===== src/rtl/store_align_unit_pkg.sv =====
// Shared encodings for the store alignment unit: store-size selector values
// and FSM state constants.
package store_align_unit_pkg;

  localparam logic [1:0] SEL_WORD = 2'b00;
  localparam logic [1:0] SEL_BYTE = 2'b01;
  localparam logic [1:0] SEL_HALF = 2'b10;
  localparam logic [1:0] SEL_RSVD = 2'b11;

  localparam logic [1:0] ST_IDLE  = 2'b00;
  localparam logic [1:0] ST_BEAT0 = 2'b01;
  localparam logic [1:0] ST_BEAT1 = 2'b10;

endpackage


===== src/rtl/store_align_unit_lane_shift.sv =====
// Combinational lane placement of a store: masks rt to the store size and
// positions data/byte-enables for the first and (STORE_MISALIGN_SPLIT_EN) second beat.
module store_lane_shift
  import store_align_unit_pkg::*;
#(
  parameter int BITS_SIZE      = 32,
  parameter int BITS_EXTENSION = 2,
  parameter int OFFW           = 2
) (
  input  logic [BITS_EXTENSION-1:0] sel_i,
  input  logic [OFFW-1:0]           offset_i,
  input  logic [BITS_SIZE-1:0]      data_i,
  output logic [BITS_SIZE-1:0]      beat0_data_o,
  output logic [BITS_SIZE/8-1:0]    beat0_be_o,
`ifdef STORE_MISALIGN_SPLIT_EN
  output logic [BITS_SIZE-1:0]      beat1_data_o,
  output logic [BITS_SIZE/8-1:0]    beat1_be_o,
`endif
  output logic                      split_o
);

  localparam int NB  = BITS_SIZE / 8;
  localparam int SZW = OFFW + 2;

  logic [BITS_SIZE-1:0] masked_s;
  logic [NB-1:0]        mask_be_s;
  logic [SZW-1:0]       size_bytes_s;

  // Size decode: reserved encodings fall to full width and are trapped by the top.
  always_comb begin
    case (sel_i)
      SEL_BYTE: begin
        masked_s     = {{(BITS_SIZE-8){1'b0}}, data_i[7:0]};
        mask_be_s    = {{(NB-1){1'b0}}, 1'b1};
        size_bytes_s = SZW'(32'd1);
      end
      SEL_HALF: begin
        masked_s     = {{(BITS_SIZE-16){1'b0}}, data_i[15:0]};
        mask_be_s    = {{(NB-2){1'b0}}, 2'b11};
        size_bytes_s = SZW'(32'd2);
      end
      default: begin
        masked_s     = data_i;
        mask_be_s    = {NB{1'b1}};
        size_bytes_s = SZW'(NB);
      end
    endcase
  end

  assign split_o = (SZW'(offset_i) + size_bytes_s) > SZW'(NB);

`ifdef STORE_MISALIGN_SPLIT_EN
  // Shifting into a double-width vector makes the upper half the spill-over beat.
  logic [2*BITS_SIZE-1:0] ext_data_s;
  logic [2*NB-1:0]        ext_be_s;

  assign ext_data_s   = {{BITS_SIZE{1'b0}}, masked_s} << {offset_i, 3'b000};
  assign ext_be_s     = {{NB{1'b0}}, mask_be_s} << offset_i;
  assign beat0_data_o = ext_data_s[BITS_SIZE-1:0];
  assign beat1_data_o = ext_data_s[2*BITS_SIZE-1:BITS_SIZE];
  assign beat0_be_o   = ext_be_s[NB-1:0];
  assign beat1_be_o   = ext_be_s[2*NB-1:NB];
`else
  assign beat0_data_o = masked_s << {offset_i, 3'b000};
  assign beat0_be_o   = mask_be_s << offset_i;
`endif

endmodule


===== src/rtl/store_align_unit.sv =====
// Store alignment unit: accepts one store, emits one or two registered memory
// write beats. Split (misaligned) stores are executed only with STORE_MISALIGN_SPLIT_EN.
module store_align_unit
  import store_align_unit_pkg::*;
#(
  parameter int BITS_SIZE      = 32,
  parameter int BITS_ADDR      = 32,
  parameter int BITS_EXTENSION = 2
) (
  input  logic                      i_clk,
  input  logic                      i_rst_n,
  input  logic                      i_valid,
  output logic                      o_ready,
  input  logic [BITS_ADDR-1:0]      i_addr,
  input  logic [BITS_SIZE-1:0]      i_dato_rt,
  input  logic [BITS_EXTENSION-1:0] i_ctl_select,
  output logic                      o_mem_valid,
  input  logic                      i_mem_ready,
  output logic [BITS_ADDR-1:0]      o_mem_addr,
  output logic [BITS_SIZE-1:0]      o_mem_data,
  output logic [BITS_SIZE/8-1:0]    o_mem_be,
  output logic                      o_exc
);

  localparam int NB   = BITS_SIZE / 8;
  localparam int OFFW = (NB > 1) ? $clog2(NB) : 1;

  logic [OFFW-1:0]      offset_s;
  logic [BITS_ADDR-1:0] base_addr_s;
  logic [BITS_SIZE-1:0] beat0_data_s;
  logic [NB-1:0]        beat0_be_s;
  logic                 split_s;
  logic                 exc_s;

  logic [1:0]           state_q, state_d;
  logic                 mem_valid_q, mem_valid_d;
  logic [BITS_ADDR-1:0] mem_addr_q, mem_addr_d;
  logic [BITS_SIZE-1:0] mem_data_q, mem_data_d;
  logic [NB-1:0]        mem_be_q, mem_be_d;
  logic                 exc_q, exc_d;

  assign offset_s    = OFFW'(i_addr % BITS_ADDR'(NB));
  assign base_addr_s = i_addr - BITS_ADDR'(offset_s);

`ifdef STORE_MISALIGN_SPLIT_EN
  logic [BITS_SIZE-1:0] beat1_data_s;
  logic [NB-1:0]        beat1_be_s;
  logic                 split_q, split_d;
  logic [BITS_ADDR-1:0] b1_addr_q, b1_addr_d;
  logic [BITS_SIZE-1:0] b1_data_q, b1_data_d;
  logic [NB-1:0]        b1_be_q, b1_be_d;

  assign exc_s = (i_ctl_select == SEL_RSVD);
`else
  assign exc_s = (i_ctl_select == SEL_RSVD) || split_s;
`endif

  store_lane_shift #(
    .BITS_SIZE      (BITS_SIZE),
    .BITS_EXTENSION (BITS_EXTENSION),
    .OFFW           (OFFW)
  ) u_lane_shift (
    .sel_i        (i_ctl_select),
    .offset_i     (offset_s),
    .data_i       (i_dato_rt),
    .beat0_data_o (beat0_data_s),
    .beat0_be_o   (beat0_be_s),
`ifdef STORE_MISALIGN_SPLIT_EN
    .beat1_data_o (beat1_data_s),
    .beat1_be_o   (beat1_be_s),
`endif
    .split_o      (split_s)
  );

  // Beat outputs are loaded on state transitions so they stay put under back-pressure.
  always_comb begin
    state_d     = state_q;
    mem_valid_d = mem_valid_q;
    mem_addr_d  = mem_addr_q;
    mem_data_d  = mem_data_q;
    mem_be_d    = mem_be_q;
    exc_d       = 1'b0;
`ifdef STORE_MISALIGN_SPLIT_EN
    split_d     = split_q;
    b1_addr_d   = b1_addr_q;
    b1_data_d   = b1_data_q;
    b1_be_d     = b1_be_q;
`endif
    case (state_q)
      ST_IDLE: begin
        if (i_valid) begin
          if (exc_s) begin
            exc_d = 1'b1;
          end else begin
            state_d     = ST_BEAT0;
            mem_valid_d = 1'b1;
            mem_addr_d  = base_addr_s;
            mem_data_d  = beat0_data_s;
            mem_be_d    = beat0_be_s;
`ifdef STORE_MISALIGN_SPLIT_EN
            split_d     = split_s;
            b1_addr_d   = base_addr_s + BITS_ADDR'(NB);
            b1_data_d   = beat1_data_s;
            b1_be_d     = beat1_be_s;
`endif
          end
        end else begin
          state_d = ST_IDLE;
        end
      end
      ST_BEAT0: begin
        if (i_mem_ready) begin
`ifdef STORE_MISALIGN_SPLIT_EN
          if (split_q) begin
            state_d    = ST_BEAT1;
            mem_addr_d = b1_addr_q;
            mem_data_d = b1_data_q;
            mem_be_d   = b1_be_q;
          end else begin
            state_d     = ST_IDLE;
            mem_valid_d = 1'b0;
            mem_addr_d  = '0;
            mem_data_d  = '0;
            mem_be_d    = '0;
          end
`else
          state_d     = ST_IDLE;
          mem_valid_d = 1'b0;
          mem_addr_d  = '0;
          mem_data_d  = '0;
          mem_be_d    = '0;
`endif
        end else begin
          state_d = ST_BEAT0;
        end
      end
`ifdef STORE_MISALIGN_SPLIT_EN
      ST_BEAT1: begin
        if (i_mem_ready) begin
          state_d     = ST_IDLE;
          mem_valid_d = 1'b0;
          mem_addr_d  = '0;
          mem_data_d  = '0;
          mem_be_d    = '0;
        end else begin
          state_d = ST_BEAT1;
        end
      end
`endif
      default: begin
        state_d     = ST_IDLE;
        mem_valid_d = 1'b0;
        mem_addr_d  = '0;
        mem_data_d  = '0;
        mem_be_d    = '0;
      end
    endcase
  end

  // State and output registers.
  always_ff @(posedge i_clk or negedge i_rst_n) begin
    if (!i_rst_n) begin
      state_q     <= ST_IDLE;
      mem_valid_q <= 1'b0;
      mem_addr_q  <= '0;
      mem_data_q  <= '0;
      mem_be_q    <= '0;
      exc_q       <= 1'b0;
`ifdef STORE_MISALIGN_SPLIT_EN
      split_q     <= 1'b0;
      b1_addr_q   <= '0;
      b1_data_q   <= '0;
      b1_be_q     <= '0;
`endif
    end else begin
      state_q     <= state_d;
      mem_valid_q <= mem_valid_d;
      mem_addr_q  <= mem_addr_d;
      mem_data_q  <= mem_data_d;
      mem_be_q    <= mem_be_d;
      exc_q       <= exc_d;
`ifdef STORE_MISALIGN_SPLIT_EN
      split_q     <= split_d;
      b1_addr_q   <= b1_addr_d;
      b1_data_q   <= b1_data_d;
      b1_be_q     <= b1_be_d;
`endif
    end
  end

  assign o_ready     = (state_q == ST_IDLE);
  assign o_mem_valid = mem_valid_q;
  assign o_mem_addr  = mem_addr_q;
  assign o_mem_data  = mem_data_q;
  assign o_mem_be    = mem_be_q;
  assign o_exc       = exc_q;

endmodule


===== config.mk =====
export PLATFORM = sky130hd
export DESIGN_NAME = store_align_unit
export DESIGN_NICKNAME = d
export VERILOG_FILES = /design/src/rtl/store_align_unit_pkg.sv /design/src/rtl/store_align_unit_lane_shift.sv /design/src/rtl/store_align_unit.sv
export SDC_FILE = /design/constraint.sdc
export NUM_CORES = 1
export LEC_CHECK = 0
export BUFFER_PORTS_ARGS = -buffer_cell sky130_fd_sc_hd__buf_2
export CORE_MARGIN = 3
export CORE_UTILIZATION = 50
export CTS_BUF_LIST = sky130_fd_sc_hd__clkbuf_8
export CTS_CLUSTER_DIAMETER = 60
export DETAILED_ROUTE_END_ITERATION = 8
export PLACE_DENSITY = 0.88
export SYNTH_ARGS = -nofsm -noshare
export SYNTH_HDL_FRONTEND = slang
export SYNTH_SLANG_ARGS = --single-unit
export TNS_END_PERCENT = 100

===== constraint.sdc =====
create_clock -name i_clk -period 2.9 [get_ports i_clk]
set_input_delay 0.29 -clock i_clk [delete_from_list [all_inputs] [get_ports i_clk]]
set_output_delay 0.29 -clock i_clk [all_outputs]
set_load 0.02 [all_outputs]

# ---- Yosys cells after proc, flatten, opt, wreduce, memory -nomap -nowiden
# Index checks and enable logic that the tools add are counted.
dict set report classes {
  bitwise_logic 0
  shifts 2
  n_mul 0
  n_addsub 2
  n_reduce_logical 3
  n_div 0
  muxes 25
  eq_ne 8
  order_cmp 1
}
# op count
set ops {}
lappend ops {{case mux 32 bit (2 select lines)} 3}
lappend ops {{2-to-1 mux 32 bit} 5}
lappend ops {{left shift 32 x 5 -> 32 bit} 1}
lappend ops {{subtractor 32 x 2 -> 32 bit} 1}
lappend ops {{case mux 4 bit (2 select lines)} 2}
lappend ops {{2-to-1 mux 4 bit} 3}
lappend ops {{2-to-1 mux 1 bit} 7}
lappend ops {{!= test 2 bit, second input constant} 3}
lappend ops {{case mux 3 bit (2 select lines)} 1}
lappend ops {{adder 2 x 3 -> 4 bit} 1}
lappend ops {{== test 2 x 1 -> 1 bit, second input constant} 2}
lappend ops {{== test 2 bit, second input constant} 2}
lappend ops {{greater-than comparator 4 x 3 -> 1 bit, second input constant} 1}
lappend ops {{2-to-1 mux 2 bit} 2}
lappend ops {{case mux 2 bit (2 select lines)} 1}
lappend ops {{left shift 4 x 2 -> 4 bit} 1}
lappend ops {{!= test 3 bit, second input constant} 1}
lappend ops {{AND reduction 3 bit} 1}
lappend ops {{logical NOT 2 bit} 1}
lappend ops {{case mux 1 bit (2 select lines)} 1}
lappend ops {{logical OR 1 bit} 1}
dict set report word_totals {
  out_inout_bits 71
  rom_bits 0
  elab_cells 47
  ram_bits 0
  ff_bits 72
  mem_count 0
  input_bits 70
  latch_bits 0
}

# ---- Logic depth before layout (Yosys ltp)
# Gate-level depths: netlist of run 1.
dict set report logic_depth {
  word_depth 8
  depth_mapped 10
  ltp_nobuf 8
}

# ---- Modules after synthesis
# A second synthesis of run 1 with hierarchy kept.
dict set report hier_totals {
  hier_cells 390
  area_unflattened_um2 3724.8
}
# mod seq_area_each_um2 area_each_um2 instances cells_each
set modules_own_cells {}
lappend modules_own_cells {store_align_unit 1726.7 3024.2 1 292}
lappend modules_own_cells {store_lane_shift 0.0 700.7 1 98}

# ---- Worst setup path before layout of run 1
# Ideal clock, no wire load.
dict set report synth_path {
  path_type {input to register}
  startpoint {input i_ctl_select[1]}
  endpoint {register mem_addr_q[24], in the netlist o_mem_addr[24]}
  cell_stages 10
  setup_time_ns 0.125
  n_path_buf 2
  arrival_time_ns 2.211
  required_ns 2.775
  path_slack_ns 0.564
  path_cell_list {inv_1 -> ha_1 -> ha_1 -> fa_1 -> or2_1 -> a221oi_2 -> nand3_2 -> buf_4 -> buf_4 -> mux2i_1}
}
dict set report synth_between {
  elab_chain_cells 7
  word_cells_on_any_way 9
  classes_between {add/sub: 1; order compare: 1; eq/ne: 4; mux: 1; reduce/logical: 2}
}
# item line_no
set synth_lines {}
lappend synth_lines {{from (decl)} store_align_unit.sv:16} ;# input logic [BITS_EXTENSION-1:0] i_ctl_select,
lappend synth_lines {{== test 2 bit or == test 2 x 1 -> 1 bit (tied branches)} store_align_unit_lane_shift.sv:31} ;# case (sel_i)
lappend synth_lines {{case mux 3 bit (2 select lines)} store_align_unit_lane_shift.sv:31}
lappend synth_lines {{adder 2 x 3 -> 4 bit} store_align_unit_lane_shift.sv:50} ;# assign split_o = (SZW'(offset_i) + size_bytes_s) > SZW'(NB);
lappend synth_lines {{greater-than comparator 4 x 3 -> 1 bit} store_align_unit_lane_shift.sv:50}
lappend synth_lines {{logical OR 1 bit *} store_align_unit.sv:55} ;# assign exc_s = (i_ctl_select == SEL_RSVD) || split_s;
lappend synth_lines {{!= test 2 bit (no line) *} --}
lappend synth_lines {{AND reduction 3 bit (no line) *} --}
lappend synth_lines {{to (signal assigned)} store_align_unit.sv:178} ;# mem_addr_q <= mem_addr_d;
lappend synth_lines {{to (decl)} store_align_unit.sv:37} ;# logic [BITS_ADDR-1:0] mem_addr_q, mem_addr_d;
# Every way passes the cells marked *; elsewhere a longest branch is shown, timed or not.
# A chain may end at the register's enable or synchronous reset.

# ---- Worst setup path in the final report of run 1
dict set report layout_path {
  startpoint {input i_ctl_select[1]}
  endpoint {register mem_addr_q[12], in the netlist o_mem_addr[12]}
}
# Same word-level chain as after synthesis.

==> impl_results.md, run 1 <==
- Outcome: complete, no violations
- Setup-failing EPs final: 0
- Setup TNS: 0 ps
- DRT Pass-1 Iters: 4
- Number of hold-slack violations in the final timing report: 0
- Worst slew margin relative to its limit: 0.4227
- Starting Density: 0.5236
- Crit path cell chain: buf_2 -> inv_1 -> ha_1 -> ha_1 -> fa_1 -> or2_1 -> a221oi_2 -> nand3_4 -> buf_4 -> mux2i_1
- Die outline area: about 8300 µm²
- Antenna violations before repair: 0
- Tightest Pin Transition: just under 900 ps
- Clock Tree Buf Depth: 2
- Largest cells by area after synthesis: dfrtp_1, mux2i_1, nand2_1
- Required time at the worst-slack endpoint: 3100 ps
- Share of final-layout standard cells stronger than drive strength 1: 0.3216
- Clock buffer count from CTS: 9
- Fmax: about 430 MHz
- Global-route wire length before repair: 15500 µm
- Synthesized area divided by synthesized cell count: between 9 and 10 µm²
- Post-synthesis sequential area ratio: 0.4775
- Worst min path class: in -> async
- Area growth from synthesis to layout: 27.09%
- CTS tree: yes
- Area share of the largest cell type after synthesis: 0.4775
- Buf+Inv Stages, Crit Path: 3
- Site Rows: 30
- Clk Tree Root Cell: clkbuf_8
- CP Data Arrival Time: roughly 2600 ps
- Power Dens Cells: around 760 nW/µm²
- Critical path peak fanout: 26
- Post-synthesis register bit count: about 70
- Layout Nets: between 500 and 600
- Count of flip-flops with a built-in enable after synthesis: 0
- Placement-stage worst setup slack: around 200 ps
- Class of the most critical setup path: in -> reg
- Count of cells resized by post-cts repair: 0
- Overall via count from detail_route: around 3.1k
- Port bufs: around 140
- Critical Path Sink Type: flip-flop
- Wire length reported by the detailed router: about 9500 µm
- Number of vias per cell after detailed routing: just over 5
- Dominant register cell in the synthesized netlist: dfrtp_1
- Number of H-tree levels: 3
- Post-synth cell types: 28
- Initial drt markers: 180
- Hold Slack: around 58 ps
- Most used cells in the layout excluding fill and tap cells: buf_2, nand2_1, mux2i_1
- Family of cells with the greatest summed delay on the critical path: adder cells
- Max-cap violation count: 0
- Final Wtd Congestion: 0.9035
- Width of the die: between 90 and 100 µm
- Post-layout min period: 2350 ps
- Die outline height: 91.04 µm
- Syn. warnings: 0
- Global route total overflow: 0
- DRC violations left: 0
- Avg WL per Cell: 15.75 µm
- Async set-or-reset flop fraction in the synthesized netlist: 1.000
- Sequential Area: ~1700 µm²
- Peak supply drop: 286.6 µV
- Total core area: roughly 6900 µm²
- Number of buffers added for setup after CTS: 0
- Slowest cell on the critical path: fa_1
- Total of fill cells in the finished design: roughly 620
- TritonCTS sink count: 69
- Post-detailed-route count of antenna-violating nets: 0
- Area occupied by multi-input gates: 1649 µm²
- Vias in the first global route: around 3.1k
- Most repeated library cell on the critical path: ha_1
- Final critical-path share of the clock period: 0.8102
- Delay of the slowest cell on the worst path: 430 ps
- Fin. max-slew vios: 0
- Cell accounting for the most synthesized area: dfrtp_1
- Pin count of the biggest net entering global routing: 70
- Clock-pin slew on the worst setup and hold paths: ~80 ps
- Total inserted antenna cells: 0
- Worst-skew pair later-pin latency: between 300 and 400 ps
- Setup repair after global routing missed its margin: no
- Dpl hpwl: 6967 µm
- Gate Count Post-Synth: roughly 380
- Quantity of hold-fixing buffers added after cts: 0
- Leakage Power: ~0.0029 µW
- Startpoint Class: input pin
- Gr usage total: 0.2335
- Most common cell after layout, fill and taps aside: buf_2
- Synth Cell Area: ~3600 µm²
- PnR worst setup slack: 550.4 ps
- Worst clock skew: ~9.5 ps
- I/O pins: 141
==> synth_stat cells (2+ instances only) <==
cell / instances
a21o_1: 2
a21oi_1: 10
a22oi_1: 7
a2bb2oi_1: 7
buf_2: 5
buf_4: 4
clkbuf_1: 16
dfrtp_1: 69
ha_1: 7
inv_1: 34
mux2i_1: 74
nand2_1: 87
nand2b_1: 10
nor2_1: 12
nor2b_1: 2
o21ai_0: 17
==> sequential cells by signal, summed over array words and instances (netlist names) <==
signal / count
state_q: 1
o_mem_valid: 1
o_exc: 1
o_mem_addr: 30
o_mem_be: 4
o_mem_data: 32
==> power breakdown <==
part           total, µW  internal [µW]  leakage, µW  switching (µW)
sequential          1350           1220     0.000902             132
combinational       1240            442      0.00183             800
clock                902            533     0.000120             370
total               3500           2200      0.00285            1300
==> per-stage QoR <==
stage	total power (µW)	util	cell area [µm²]	instances
after CTS	3525	0.6654	4596	606
after global placement	2566	0.6315	4362	590
after detailed placement	2624	0.6315	4362	590
after global routing	3702	0.6654	4596	606
after floorplan	2152	-	3620	376
final	3498	0.6654	4596	606
==> worst register-to-register path: stages, from the launching register on <==
cell	delay, ps
dfrtp_1	430
nand2_2	490
buf_4	480
nand2_1	120
mux2i_1	180
==> worst paths after layout <==
check	start	to	slack (ps)	cells after the start
setup / recovery	i_ctl_select[1]	o_mem_addr[12]	550	10
hold / removal	i_rst_n	o_mem_addr[4]	60	1
setup reg to reg	state_q[0]	o_mem_addr[12]	1120	4
hold reg to reg	o_mem_valid	o_mem_valid	500	2
max in group asynchronous	i_rst_n	o_mem_data[15]	2280	1
min in group i_clk	i_addr[14]	o_mem_addr[14]	170	3
==> area by class of cell <==
| cell class | count | share of cell area |
|---|---|---|
| Sequential cell | 69 | 0.3757 |
| Multi-Input combinational cell | 247 | 0.3588 |
| Timing Repair Buffer | 144 | 0.1606 |
| Clock buffer | 11 | 0.03294 |
| Inverter | 34 | 0.02777 |
| Tap cell | 96 | 0.02614 |
| Clock inverter | 5 | 0.01797 |
==> logic make-up (layout without fill, tap and decap cells) <==
family / Yosys count / count (layout) / share of synthesized area
fa+ha+maj: 8 / 8 / 0.02976
mux: 74 / 74 / 0.2048
simple gates: 117 / 117 / 0.1353
other cells: 1 / 2 / 0.001037
xor+xnor: 1 / 1 / 0.002423
compound gates: 45 / 45 / 0.07889
flops: 69 / 69 / 0.4775
buf+inv: 60 / 194 / 0.07024
==> layer usage <==
| metal | GRT usage | vias up | part of all wire |
|---|---|---|---|
| met3 | 0.05385 | 18 | 0.076 |
| met2 | 0.3697 | 153 | 0.48 |
| met4 | 0.07538 | 0 | 0.017 |
| li1 | - | 1491 | - |
| met5 | 0 | - | 0 |
| met1 | 0.3179 | 1484 | 0.43 |
(Power assumes the default switching activity.)
==> run 2: changes to the inputs <==
==> constraint.sdc (replaced) <==
create_clock -name i_clk -period 2.2 [get_ports i_clk]
set_input_delay 0.22 -clock i_clk [delete_from_list [all_inputs] [get_ports i_clk]]
set_output_delay 0.22 -clock i_clk [all_outputs]
set_load 0.02 [all_outputs]
==> run 2 against run 1 <==
Effect of this change: die area stayed put; via count fell by 0.41%; worst setup slack got worse by 420 ps; first-iteration DRC count is 11% higher; sequential share of layout area shrank 1.4 points; utilization up 2.7 points; register-to-register slack worse by 380 ps; largest cell class unchanged.
==> impl_results.md, run 2 (synthesized netlist as in run 1, its figures left out) <==
- Area growth from synthesis to layout: 32.18%
- Outcome: complete, no violations
- Most common cell after layout, fill and taps aside: buf_2
- Number of hold-slack violations in the final timing report: 0
- Number of flip-flops in the largest register: 32
- Overall via count from detail_route: ~3.1k
- Final Wtd Congestion: between 0.8 and 0.9
- Leakage Power: approximately 0.0029 µW
- Die outline area: between 8000 and 9000 µm²
- Most used cells in the layout excluding fill and tap cells: buf_2, nand2_1, mux2i_1
- Global-route wire length before repair: 16010 µm
- Total inserted antenna cells: 0
- Die outline height: roughly 90 µm
- Clock buffer count from CTS: 9
- Clk Tree Root Cell: clkbuf_8
- Tightest Pin Transition: between 600 and 700 ps
- Final critical-path share of the clock period: 0.9393
- Share of final-layout standard cells stronger than drive strength 1: 0.3359
- Avg WL per Cell: about 16 µm
- Vias in the first global route: ~3.2k
- CTS tree: yes
- Site Rows: 30
- I/O pins: about 140
- Fin. max-slew vios: 0
- Hold Slack: 93.19 ps
- Setup repair after global routing missed its margin: no
- Wire length reported by the detailed router: a little under 10000 µm
- Gr usage total: 0.2426
- Port bufs: roughly 140
- Class of the most critical setup path: in -> reg
- TritonCTS sink count: between 60 and 70
- Total core area: between 6000 and 7000 µm²
- Setup-failing EPs final: 0
- Startpoint Class: input pin
- Starting Density: 0.5236
- Pwr Total: slightly below 5000 µW
- Clock Tree Buf Depth: 2
- Power Dens Cells: between 1000 and 1500 nW/µm²
- Clock-pin slew on the worst setup and hold paths: ~80 ps
- Initial drt markers: around 200
- CP Data Arrival Time: around 2300 ps
- Pin count of the biggest net entering global routing: 43
- Critical Path Sink Type: flip-flop
- DRC violations left: 0
- Number of buffers added for setup after CTS: 0
- Fmax: 483.9 MHz
- Critical path peak fanout: 34
- Worst slew margin relative to its limit: 0.5606
- Worst clock skew: 6.697 ps
- Layout Nets: 594
- DRT Pass-1 Iters: 4
- Width of the die: slightly above 90 µm
- Number of H-tree levels: 3
- Post-layout min period: 2066 ps
- Worst min path class: in -> reg
- Max-cap violation count: 0
- Post-detailed-route count of antenna-violating nets: 0
- Peak supply drop: about 530 µV
- Worst-skew pair later-pin latency: between 300 and 400 ps
- Dpl hpwl: about 7000 µm
- Global route total overflow: 0
- Antenna violations before repair: 0
- Required time at the worst-slack endpoint: between 2000 and 2500 ps
- Number of vias per cell after detailed routing: roughly 5.1
## run 2: path summary, 6_finish.rpt
check                           startpoint             end  slack (ps)  depth (start not counted)
max in group asynchronous          i_rst_n   o_mem_data[4]        1090                          3
hold / removal                   i_addr[2]   o_mem_addr[2]          90                          3
hold reg to reg                o_mem_valid     o_mem_valid         500                          2
min in group asynchronous          i_rst_n  o_mem_addr[12]         450                          2
setup reg to reg                state_q[0]  o_mem_data[14]         740                          4
setup / recovery           i_ctl_select[1]   o_mem_addr[4]         130                         10
## run 2: routing by layer
layer  part of all wire  vias up  global-route usage
li1                   -     1502                   -
met1               0.44     1483              0.3395
met2               0.48      135              0.3801
met3              0.070       13             0.05551
met4              0.013        0             0.06784
met5                  0        -                   0
## run 2: power breakdown
group          internal (µW)  switching (µW)
clock network            899             496
registers               1610             176
logic                    619            1050
total                   3130            1720
## run 2: timing repair
item | in CTS | in global routing
endpoints found under the hold margin | 27 | 0
hold buffers | 1 | 0
endpoints found under the setup margin | 0 | 18
gates resized for setup | 0 | 1
## run 2: per-stage QoR
stage / setup slack [ps] / TNS (ps) / cell area, µm² / cells / util
after CTS: 83.34 / 0 / 4768 / 617 / 0.6904
after floorplan: 7.270 / 0 / 3641 / 376 / -
after detailed placement: -240.6 / -14060 / 4487 / 600 / 0.6496
after global routing: 25.18 / 0 / 4780 / 617 / 0.6920
after global placement: -149.1 / -9100 / 4487 / 600 / 0.6496
final: 133.5 / 0 / 4780 / 617 / 0.6920
## run 2: layout make-up
type | count | area [µm²]
Multi-Input combinational cell | 247 | 1663
Clock buffer | 10 | 137.6
Tap cell | 96 | 120.1
Inverter | 34 | 127.6
Sequential cell | 69 | 1727
Fill cell | 563 | 2127
Clock inverter | 6 | 133.9
Timing Repair Buffer | 155 | 870.8
## run 2: worst max-delay path: stages
cell,delay (ps)
buf_2,90
inv_1,50
ha_1,180
ha_2,180
fa_1,420
or2_1,250
a221oi_4,330
nand3_4,160
buf_12,230
mux2i_1,190
==> run 3: changes to the inputs <==
--- a/config.mk
+++ b/config.mk
@@ -11,8 +11,9 @@
 export CTS_BUF_LIST = sky130_fd_sc_hd__clkbuf_8
 export CTS_CLUSTER_DIAMETER = 60
 export DETAILED_ROUTE_END_ITERATION = 8
-export PLACE_DENSITY = 0.88
+export PLACE_DENSITY = 0.87
 export SYNTH_ARGS = -nofsm -noshare
 export SYNTH_HDL_FRONTEND = slang
+export SYNTH_HIERARCHICAL = 1
 export SYNTH_SLANG_ARGS = --single-unit
 export TNS_END_PERCENT = 100
==> run 3 against run 2 <==
Effect of this change: clock power decreased by 24%; synthesized cell count grew 4.0%; combinational power is essentially flat; die area is 2.8% higher; cell area rose by 3.4%; fmax decreased by 4.0%; routed wire length up 7.1%.
==> impl_results.md, run 3 <==
- DRT Pass-1 Iters: 4
- Setup TNS: 0 ps
- Width of the die: between 90 and 100 µm
- Peak supply drop: 361.7 µV
- Met3 usage: 0.03412
- Dominant register cell in the synthesized netlist: dfrtp_1
- Count of flip-flops with a built-in enable after synthesis: 0
- Slowest cell on the critical path: fa_1
- Most common library cells after synthesis: mux2i_1, nand2_1, dfrtp_1, inv_1, and2_1
- Starting Density: 0.5307
- Post-synthesis register bit count: between 60 and 70
- Total inserted antenna cells: 0
- Share of final-layout standard cells stronger than drive strength 1: 0.3493
- Placement-stage worst setup slack: -356.3 ps
- Setup-failing EPs final: 0
- Final critical-path share of the clock period: 0.9785
- Delay of the slowest cell on the worst path: ~480 ps
- Critical register-to-register path endpoint: o_mem_addr[26]
- Post-detailed-route count of antenna-violating nets: 0
- Async set-or-reset flop fraction in the synthesized netlist: 1.000
- Largest cells by area after synthesis: dfrtp_1, mux2i_1, nand2_1
- Leakage Power: 0.003023 µW
- Most frequent cell after synthesis: mux2i_1
- Tightest Pin Transition: between 700 and 800 ps
- Clock buffer count from CTS: 9
- Met1 Track Usage GR: 0.3229
- Layout Nets: ~620
- Share of total power consumed by net switching: 0.3829
- Vias in the first global route: roughly 3.2k
- Worst min path class: in -> reg
- I/O pins: between 100 and 150
- Site Rows: 30
- Cell accounting for the most synthesized area: dfrtp_1
- Most used cells in the layout excluding fill and tap cells: buf_2, mux2i_1, inv_1, nand2_1, dfrtp_1
- Combinational fraction of design power: 0.372
- Die outline area: ~8500 µm²
- Area share of the largest cell type after synthesis: 0.4636
- Number of flip-flops in the largest register: 32
- Placed cell count: between 600 and 700
- Pwr Total: 4437 µW
- Clk Tree Root Cell: clkbuf_8
- Net switching power of the design: between 1500 and 2000 µW
- Gr usage total: 0.2317
- Number of vias per cell after detailed routing: around 5.1
- Global Route met2 Usage: 0.3662
- Power Dens Cells: 897.6 nW/µm²
- Most congested layer reported by global routing: met2
- Gate Count Post-Synth: 390
- Clock-pin slew on the worst setup and hold paths: 80 ps
- Number of H-tree levels: 3
- Post-synth cell types: 30
- Number of hold-slack violations in the final timing report: 0
- Post-layout min period: roughly 2200 ps
- Fmax: roughly 460 MHz
- Critical path peak fanout: 7
- Global route total overflow: 0
- Total core area: roughly 7000 µm²
- Part of the total power dissipated in the clock network: 0.236
- Syn. warnings: 6
- Port bufs: between 100 and 150
- Antenna violations before repair: 0
- Outcome: complete, no violations
- Fin. max-slew vios: 0
- Class of the most critical setup path: in -> reg
- PnR worst setup slack: between 40 and 50 ps
- DRC violations left: 0
- Die outline height: 92.31 µm
- Dpl hpwl: 7123 µm
- Overall via count from detail_route: approximately 3.3k
- Required time at the worst-slack endpoint: 2470 ps
- CP Data Arrival Time: 2420 ps
- Capture point of the worst path: o_mem_data[7]
- Post-synthesis sequential area ratio: 0.4636
- Crit path cell chain: buf_2 -> buf_4 -> ha_1 -> fa_1 -> nor2b_2 -> o21ai_2 -> o2bb2ai_2 -> a21oi_4 -> nand3_4 -> clkbuf_16 -> mux2i_1
- Sequential cell fraction of total power: 0.392
- Launch point of the worst reg-to-reg path: state_q[0]
- Max-cap violation count: 0
- Final Wtd Congestion: 0.9548
- Worst-skew pair later-pin latency: 350 ps
- Clock Tree Buf Depth: 2
- CTS tree: yes
- Most common cell after layout, fill and taps aside: buf_2
- Pin count of the biggest net entering global routing: just under 50
- Avg WL per Cell: 16.09 µm
- Global-route wire length before repair: 15610 µm
- Synth Cell Area: around 3700 µm²
- TritonCTS sink count: 69
- Worst slew margin relative to its limit: 0.5226
- Area growth from synthesis to layout: 32.72%
- Wire length reported by the detailed router: 10300 µm
- Cells on worst reg2reg path: 4
- Cell-internal power: approximately 2700 µW
- Non-filler cells, final: 640
- Synthesized area divided by synthesized cell count: ~9.6 µm²
- Critical path startpoint: i_ctl_select[1]
- R2r setup slk: between 800 and 900 ps
- Critical Path Sink Type: flip-flop
- Initial drt markers: 101
- Startpoint Class: input pin
- Final cell utilization of the core: 0.7043
- Worst clock skew: 4.875 ps
[run 3: metal layers]
layer	part of all wire	vias up
met4	0.017	0
li1	-	1541
met1	0.45	1547
met5	0	-
met3	0.074	17
met2	0.46	156
[run 3: power by group through the flow]
stage / Clock (µW) / Sequential [µW] / Combinational [µW]
after detailed placement: 0 / 1760 / 1570
after floorplan: 0 / 2150 / 577
after global routing: 1120 / 1770 / 1780
final: 1050 / 1740 / 1650
after global placement: 0 / 1750 / 1520
after CTS: 1070 / 1740 / 1570
[run 3: what timing repair did]
action | CTS | global route
endpoints found under the hold margin | 30 | 0
setup endpoints to repair | 0 | 46
hold buffers | 1 | 0
gates resized for setup | 0 | 11
setup buffers | 0 | 1
[run 3: kinds of logic after synthesis]
family,count (synthesis),share of synthesized area
AND/OR/NAND/NOR,105,0.1266
buffers and inverters,95,0.1108
multiplexers,74,0.1989
flip-flops,69,0.4636
AO/OA/AOI/OAI,39,0.07357
adder cells (fa/ha/maj),7,0.02553
other,1,0.001007
[run 3: worst min path at each step]
stage	from	end	slack (ps)	depth (start not counted)
after global routing	i_mem_ready	state_q[0]	90	2
after CTS	i_addr[30]	o_mem_addr[30]	80	3
after floorplan	i_rst_n	o_exc	-80	0
final	i_addr[30]	o_mem_addr[30]	90	3
after global placement	i_rst_n	o_mem_addr[9]	300	1
after detailed placement	i_rst_n	o_mem_addr[9]	300	1
[run 3: critical path, delay by kind of cell]
family	cells	cell delay (ps)
fa+ha+maj	2	690
buf+inv	3	500
compound gates	3	420
simple gates	2	410
mux	1	160
[run 3: cell type report]
type	count	area (µm²)
flip-flops and latches	69	1727
repair buffers	160	994.7
clock inverters	7	73.82
clock buffers	9	123.9
multi-input cells	228	1638
inverters	71	266.5
well taps	96	120.1
fillers	536	2076
[run 3: through the flow]
step                      instance area (µm²)  hold WS, ps
after global routing                     4943        91.27
after floorplan                          3736       -75.59
after detailed placement                 4566        300.4
final                                    4943        91.64
after global placement                   4566        295.4
after CTS                                4773        77.53
